--- src/rtl/serial_sub_pkg.sv ---
// Shared types and constants for the bit-serial subtractor.
// Optional signed-overflow flag is enabled by defining SERIAL_SUB_OVF_EN.
package serial_sub_pkg;

  localparam int SUB_WIDTH_DEFAULT = 8;

  typedef enum logic [1:0] {
    IDLE = 2'd0,
    RUN  = 2'd1,
    DONE = 2'd2
  } sub_state_t;

endpackage

--- src/rtl/serial_subtractor_if.sv ---
// Operand/result handshake bundle for serial_subtractor.
// The ovf signal exists only when SERIAL_SUB_OVF_EN is defined.
interface serial_subtractor_if
  import serial_sub_pkg::*;
#(
  parameter int WIDTH = SUB_WIDTH_DEFAULT
);

  // Valid/ready: a transfer happens on a rising edge where valid && ready.
  // A producer holds valid and its payload stable until that edge; the
  // result side keeps out_valid/diff/borrow/ovf stable until out_ready.
  logic             in_valid;
  logic             in_ready;
  logic [WIDTH-1:0] a;
  logic [WIDTH-1:0] b;
  logic             out_valid;
  logic             out_ready;
  logic [WIDTH-1:0] diff;
  logic             borrow;
`ifdef SERIAL_SUB_OVF_EN
  logic             ovf;

  modport master (
    output in_valid, a, b, out_ready,
    input  in_ready, out_valid, diff, borrow, ovf
  );

  modport slave (
    input  in_valid, a, b, out_ready,
    output in_ready, out_valid, diff, borrow, ovf
  );
`else
  modport master (
    output in_valid, a, b, out_ready,
    input  in_ready, out_valid, diff, borrow
  );

  modport slave (
    input  in_valid, a, b, out_ready,
    output in_ready, out_valid, diff, borrow
  );
`endif

endinterface

--- src/rtl/serial_subtractor_full_subtractor.sv ---
// One-bit combinational full subtractor: D = A - B - Bin, Bout is the borrow out.
module full_subtractor (
  input  logic A,
  input  logic B,
  input  logic Bin,
  output logic D,
  output logic Bout
);

  assign D    = A ^ B ^ Bin;
  assign Bout = (~A & B) | (~(A ^ B) & Bin);

endmodule

--- src/rtl/serial_subtractor.sv ---
// Bit-serial WIDTH-bit subtractor computing a - b LSB-first through one full-subtractor cell.
// Define SERIAL_SUB_OVF_EN to add the signed-overflow output.
module serial_subtractor
  import serial_sub_pkg::*;
#(
  parameter int WIDTH = SUB_WIDTH_DEFAULT
) (
  input  logic                clk,
  input  logic                rst,
  serial_subtractor_if.slave  bus,
  output sub_state_t          dbg_state
);

  localparam int CW = $clog2(WIDTH);

  localparam logic [1:0] S_IDLE = IDLE;
  localparam logic [1:0] S_RUN  = RUN;
  localparam logic [1:0] S_DONE = DONE;

  logic [1:0]       state;
  logic [CW-1:0]    cnt;
  logic [WIDTH-1:0] a_sr;
  logic [WIDTH-1:0] b_sr;
  logic [WIDTH-1:0] diff_sr;
  logic             borrow_q;
  logic             d;
  logic             bout;
  logic             last_bit;

  full_subtractor u_cell (
    .A    (a_sr[0]),
    .B    (b_sr[0]),
    .Bin  (borrow_q),
    .D    (d),
    .Bout (bout)
  );

  assign last_bit = (cnt == CW'(WIDTH - 1));

`ifdef SERIAL_SUB_OVF_EN
  logic a_msb;
  logic b_msb;
  logic ovf_q;

  // The final cell output is the result MSB, so overflow is settled on the last RUN edge.
  always_ff @(posedge clk) begin
    if (rst) begin
      a_msb <= 1'b0;
      b_msb <= 1'b0;
      ovf_q <= 1'b0;
    end else if (state == S_IDLE && bus.in_valid) begin
      a_msb <= bus.a[WIDTH-1];
      b_msb <= bus.b[WIDTH-1];
      ovf_q <= 1'b0;
    end else if (state == S_RUN && last_bit) begin
      ovf_q <= (a_msb != b_msb) && (d != a_msb);
    end
  end

  assign bus.ovf = ovf_q;
`endif

  always_ff @(posedge clk) begin
    if (rst) begin
      state    <= S_IDLE;
      cnt      <= '0;
      a_sr     <= '0;
      b_sr     <= '0;
      diff_sr  <= '0;
      borrow_q <= 1'b0;
    end else begin
      case (state)
        S_IDLE: begin
          if (bus.in_valid) begin
            a_sr     <= bus.a;
            b_sr     <= bus.b;
            borrow_q <= 1'b0;
            cnt      <= '0;
            state    <= S_RUN;
          end
        end
        S_RUN: begin
          a_sr     <= a_sr >> 1;
          b_sr     <= b_sr >> 1;
          diff_sr  <= {d, diff_sr[WIDTH-1:1]};
          borrow_q <= bout;
          if (last_bit) begin
            state <= S_DONE;
          end else begin
            cnt <= cnt + CW'(1);
          end
        end
        S_DONE: begin
          if (bus.out_ready) begin
            state <= S_IDLE;
          end
        end
        default: state <= S_IDLE;
      endcase
    end
  end

  // Ready is low throughout reset so nothing is accepted before the block is live.
  assign bus.in_ready  = (state == S_IDLE) && !rst;
  assign bus.out_valid = (state == S_DONE);
  assign bus.diff      = diff_sr;
  assign bus.borrow    = borrow_q;
  assign dbg_state     = sub_state_t'(state);

endmodule

--- src/flat_wrapper.sv ---
// flat-port wrapper written by rule: the top's interface ports become plain ports
module serial_subtractor_flat import serial_sub_pkg::*;
#(
  parameter int WIDTH = SUB_WIDTH_DEFAULT
)
  (clk, rst, dbg_state, bus_in_valid, bus_a, bus_b, bus_out_ready, bus_in_ready, bus_out_valid, bus_diff, bus_borrow);
  serial_subtractor_if #(.WIDTH(WIDTH)) bus_i ();
  input  logic clk;
  input  logic rst;
  output sub_state_t dbg_state;
  input wire logic [$bits(bus_i.in_valid)-1:0] bus_in_valid;
  input wire logic [$bits(bus_i.a)-1:0] bus_a;
  input wire logic [$bits(bus_i.b)-1:0] bus_b;
  input wire logic [$bits(bus_i.out_ready)-1:0] bus_out_ready;
  output wire logic [$bits(bus_i.in_ready)-1:0] bus_in_ready;
  output wire logic [$bits(bus_i.out_valid)-1:0] bus_out_valid;
  output wire logic [$bits(bus_i.diff)-1:0] bus_diff;
  output wire logic [$bits(bus_i.borrow)-1:0] bus_borrow;
  assign bus_i.in_valid = bus_in_valid;
  assign bus_i.a = bus_a;
  assign bus_i.b = bus_b;
  assign bus_i.out_ready = bus_out_ready;
  assign bus_in_ready = bus_i.in_ready;
  assign bus_out_valid = bus_i.out_valid;
  assign bus_diff = bus_i.diff;
  assign bus_borrow = bus_i.borrow;
  serial_subtractor #(.WIDTH(WIDTH)) u_core (.clk(clk), .rst(rst), .bus(bus_i), .dbg_state(dbg_state));
endmodule
--- config.mk ---
export PLATFORM = sky130hd
export DESIGN_NAME = serial_subtractor_flat
export DESIGN_NICKNAME = d
export VERILOG_FILES = /design/src/rtl/serial_sub_pkg.sv /design/src/rtl/serial_subtractor_if.sv /design/src/rtl/serial_subtractor_full_subtractor.sv /design/src/rtl/serial_subtractor.sv /design/src/flat_wrapper.sv
export SDC_FILE = /design/constraint.sdc
export NUM_CORES = 1
export LEC_CHECK = 0
export BUFFER_PORTS_ARGS = -buffer_cell sky130_fd_sc_hd__buf_2
export CORE_MARGIN = 2
export CORE_UTILIZATION = 40
export DETAILED_ROUTE_END_ITERATION = 6
export PLACE_DENSITY = 0.58
export SLEW_MARGIN = 5
export SYNTH_ARGS = -nofsm -noshare
export SYNTH_HDL_FRONTEND = slang
export SYNTH_SLANG_ARGS = --single-unit
--- constraint.sdc ---
create_clock -name clk -period 2.69 [get_ports clk]
set_input_delay 0.269 -clock clk [delete_from_list [all_inputs] [get_ports clk]]
set_output_delay 0.269 -clock clk [all_outputs]
set_load 0.01 [all_outputs]
==> reports/summary.log <==
qor: sta.tightest_slew 0.721 ns
qor: sta.max_freq 0.576 GHz
qor: place.pre_cts_ws 0.994 ns
qor: cts.clk-insertion-delay-late 0.33 ns
qor: final_layout.seqCellArea 601 sq um
qor: route.drtAntennaViolNets 0
qor: die.design.core.area 0.00334 sq mm
qor: logic_synthesis.number_of_enable_type_register_cells_in_the_synthesized_netlist 0
qor: place.place_hpwl 1.72 mm
qor: logic_synthesis.ys_top_cells_by_area dfxtp_1 43%, mux2i_1 10%, a211oi_2 6.3%
qor: critical_path.worst_setup_path_end_kind flip-flop
qor: logic_synthesis.synth_flop_cell dfxtp_1
qor: cts.post_cts_hold_buffers 0
qor: final_layout.final_layout_size_suffix_gt1_frac 0.312
qor: power.vdd.ir_drop.worst 215 uV
qor: sta.finalHoldWorstSlack 0.217 ns
qor: die.starting_density_of_the_core 0.418
qor: cts.ctsLongestPathBuffers 2
qor: final_layout.n_fill_cell 328
qor: power.pwr_density_cell 560 mW/mm^2
qor: final_layout.final_net_count 195
qor: logic_synthesis.postSynthAreaPerCell 9.83 sq um
qor: logic_synthesis.synthTopCellsByCount 30 x dfxtp_1, 17 x nand2_1, 14 x mux2i_1, 13 x nor2_1, 10 x a21oi_1
qor: route.detailedRoute.firstPassIterationCount 4
qor: grt.number_of_antenna_violations_at_the_first_check_in_global_routing 0
qor: place.gp_congestion 0.671
qor: power.leakage 0.660 nW
qor: worst_hold_path.min-delay-path-class input pin to flip-flop
qor: die.die_w 63.1 um
qor: critical_path.crit_path_max_fanout 30
qor: cts.numClockSinks 30
qor: sta.finalMaxSlewViolations 0
qor: sta.clock_skew 0.0118 ns
qor: sta.finalCritPeriodShare 0.646
qor: critical_path.start_kind flip-flop
qor: grt.via_count_of_the_first_global_routing_pass 999
qor: logic_synthesis.ys_warn_count 0
qor: final_layout.multiInputGateArea 679 sq um
qor: grt.global_route.usage.total 0.141
qor: cts.cts_tree built
qor: place.dpl.cell_count 211
qor: cts.cts.htree.levels 2
qor: route.dr_total_vias 1,073
qor: final_layout.ant_diodes 0
qor: place.io_buffers 32
qor: logic_synthesis.synth_top_cell_area_share 0.430
qor: logic_synthesis.syn_area 0.00140 sq mm
qor: die.std_cell_rows 21
qor: route.routedWlPerCell 11.7 um
qor: cts.clk_transition_reported_paths 0.10 ns
qor: cts.cts_made_buffers 5
qor: die.die-area 0.00398 sq mm
qor: sta.setup-tns-final 0 ns
qor: cts.clk_root_buffer_cell clkbuf_4
qor: logic_synthesis.synth_sequential_area_ratio 0.430
qor: route.route.detailed.drc 0
qor: critical_path.crit_required 2.93 ns
qor: die.die_y 63.1 um
qor: outcome.outcome finished, final reports clean
qor: sta.setup_slack 0.952 ns
qor: power.power 0.886 mW
qor: final_layout.area_growth 13.2%
qor: route.vias_per_cell 4.90
qor: logic_synthesis.synth.most_common_cell dfxtp_1
qor: logic_synthesis.syn-instance-count 142
qor: sta.hold_viol 0
qor: logic_synthesis.synth.net_count 165
qor: final_layout.final_standard_cell_count_with_taps_included_and_fillers_excluded 219
qor: cts.count_of_cells_resized_by_post_cts_repair 0
qor: critical_path.crit_type flip-flop to flip-flop
qor: grt.grt_first_pass_wirelength 4.35 mm
qor: sta.slew-limit-headroom 0.518
qor: logic_synthesis.synth.ff_latch_count 30
qor: flow_run.timing.max_cap.violations 0
qor: logic_synthesis.netlist-cell-type-count 29
qor: logic_synthesis.postSynth.asyncResetShare 0
qor: die.io_pins 33
qor: sta.setup_viol_count_final 0
qor: sta.final_worst_path_period_need 1.74 ns
qor: route.route.final.wire_length 2.57 mm
qor: sta.rsz_0062_raised_after_global_routing no
qor: cts.post_cts.repair.setup_buffers 0
qor: grt.largest_net_degree_at_the_start_of_global_routing 32
qor: grt.grt_remaining_overflow 0
qor: critical_path.cp_data_arrival_time 1.98 ns
qor: route.drt_iter0_markers 12
qor: logic_synthesis.synth_area_leader_cell dfxtp_1
==> final timing paths <==
kind	start	to	slack, ns	cells past startpoint
hold / removal	bus_b[7]	u_core.b_sr[7]	0.22	3
hold reg to reg	u_core.dbg_state[0]	u_core.dbg_state[0]	0.45	1
setup / recovery	u_core.dbg_state[0]	u_core.bus.diff[7]	0.95	4
setup reg to reg	u_core.dbg_state[0]	u_core.bus.diff[7]	0.95	4
==> metrics by stage <==
| step | util | cell area [sq um] |
|---|---|---|
| 2_1_floorplan | - | 1400 |
| 3_3_place_gp | 0.456 | 1520 |
| 3_5_place_dp | 0.456 | 1520 |
| 4_1_cts | 0.474 | 1580 |
| 5_1_grt | 0.474 | 1580 |
| 6_report | 0.474 | 1580 |
==> logic make-up after synthesis <==
group / count (synthesis) / synth area share
AND/OR/NAND/NOR: 47 / 0.163
adder cells (fa/ha/maj): 3 / 0.0323
flip-flops: 30 / 0.430
AO/OA/AOI/OAI: 35 / 0.191
buffers and inverters: 13 / 0.0833
multiplexers: 14 / 0.100
==> layer usage <==
layer	vias up	wire length (um)	GRT usage
met3	6	175	0.0589
li1	560	-	-
met2	24	1200	0.231
met4	0	43	0.0583
met1	483	1140	0.161
met5	-	0	0
==> area by class of cell <==
class	instances	share of cell area
clock inverter	1	0.00317
inverter	2	0.00475
multi-input combinational	99	0.430
clock buffer	7	0.0348
tap	46	0.0364
sequential	30	0.380
timing repair buffer	34	0.111
==> state kept, by name, summed over array words and instances (netlist names) <==
signal and flops:
u_core.bus.diff 8, u_core.b_sr 8, u_core.dbg_state 2, u_core.cnt 3, u_core.bus.borrow 1, u_core.a_sr 8
==> worst max-delay path, stage by stage, from the launching register on <==
cell and delay (ns):
dfxtp_1 0.34, buf_4 0.34, nor2b_1 0.65, nor2_1 0.10, a211oi_1 0.22
==> where the power goes <==
part / total [mW] / switching, mW / leakage (nW) / internal [mW]
Clock: 0.277 / 0.150 / 0.0353 / 0.126
Sequential: 0.487 / 0.0163 / 0.246 / 0.470
Combinational: 0.122 / 0.0670 / 0.378 / 0.0554
Total: 0.886 / 0.233 / 0.660 / 0.652
==> cell usage in the layout (no fill, tap or decap), types with 2 or more instances in the layout <==
| master | synthesis | final |
|---|---|---|
| a22oi_1 | 2 | 2 |
| o21ai_0 | 2 | 2 |
| nand4bb_1 | 2 | 2 |
| a31oi_1 | 3 | 3 |
| a211oi_2 | 7 | 7 |
| inv_1 | 2 | 2 |
| nand2_1 | 17 | 17 |
| buf_4 | 0 | 2 |
| mux2i_1 | 14 | 14 |
| buf_2 | 2 | 32 |
| dfxtp_1 | 30 | 30 |
| a211oi_1 | 9 | 9 |
| nor2_1 | 13 | 13 |
| nand3_1 | 4 | 4 |
| nor2_2 | 6 | 6 |
| ha_1 | 2 | 2 |
| a21oi_1 | 10 | 10 |
| clkbuf_4 | 0 | 5 |
(Power assumes the default switching activity.)
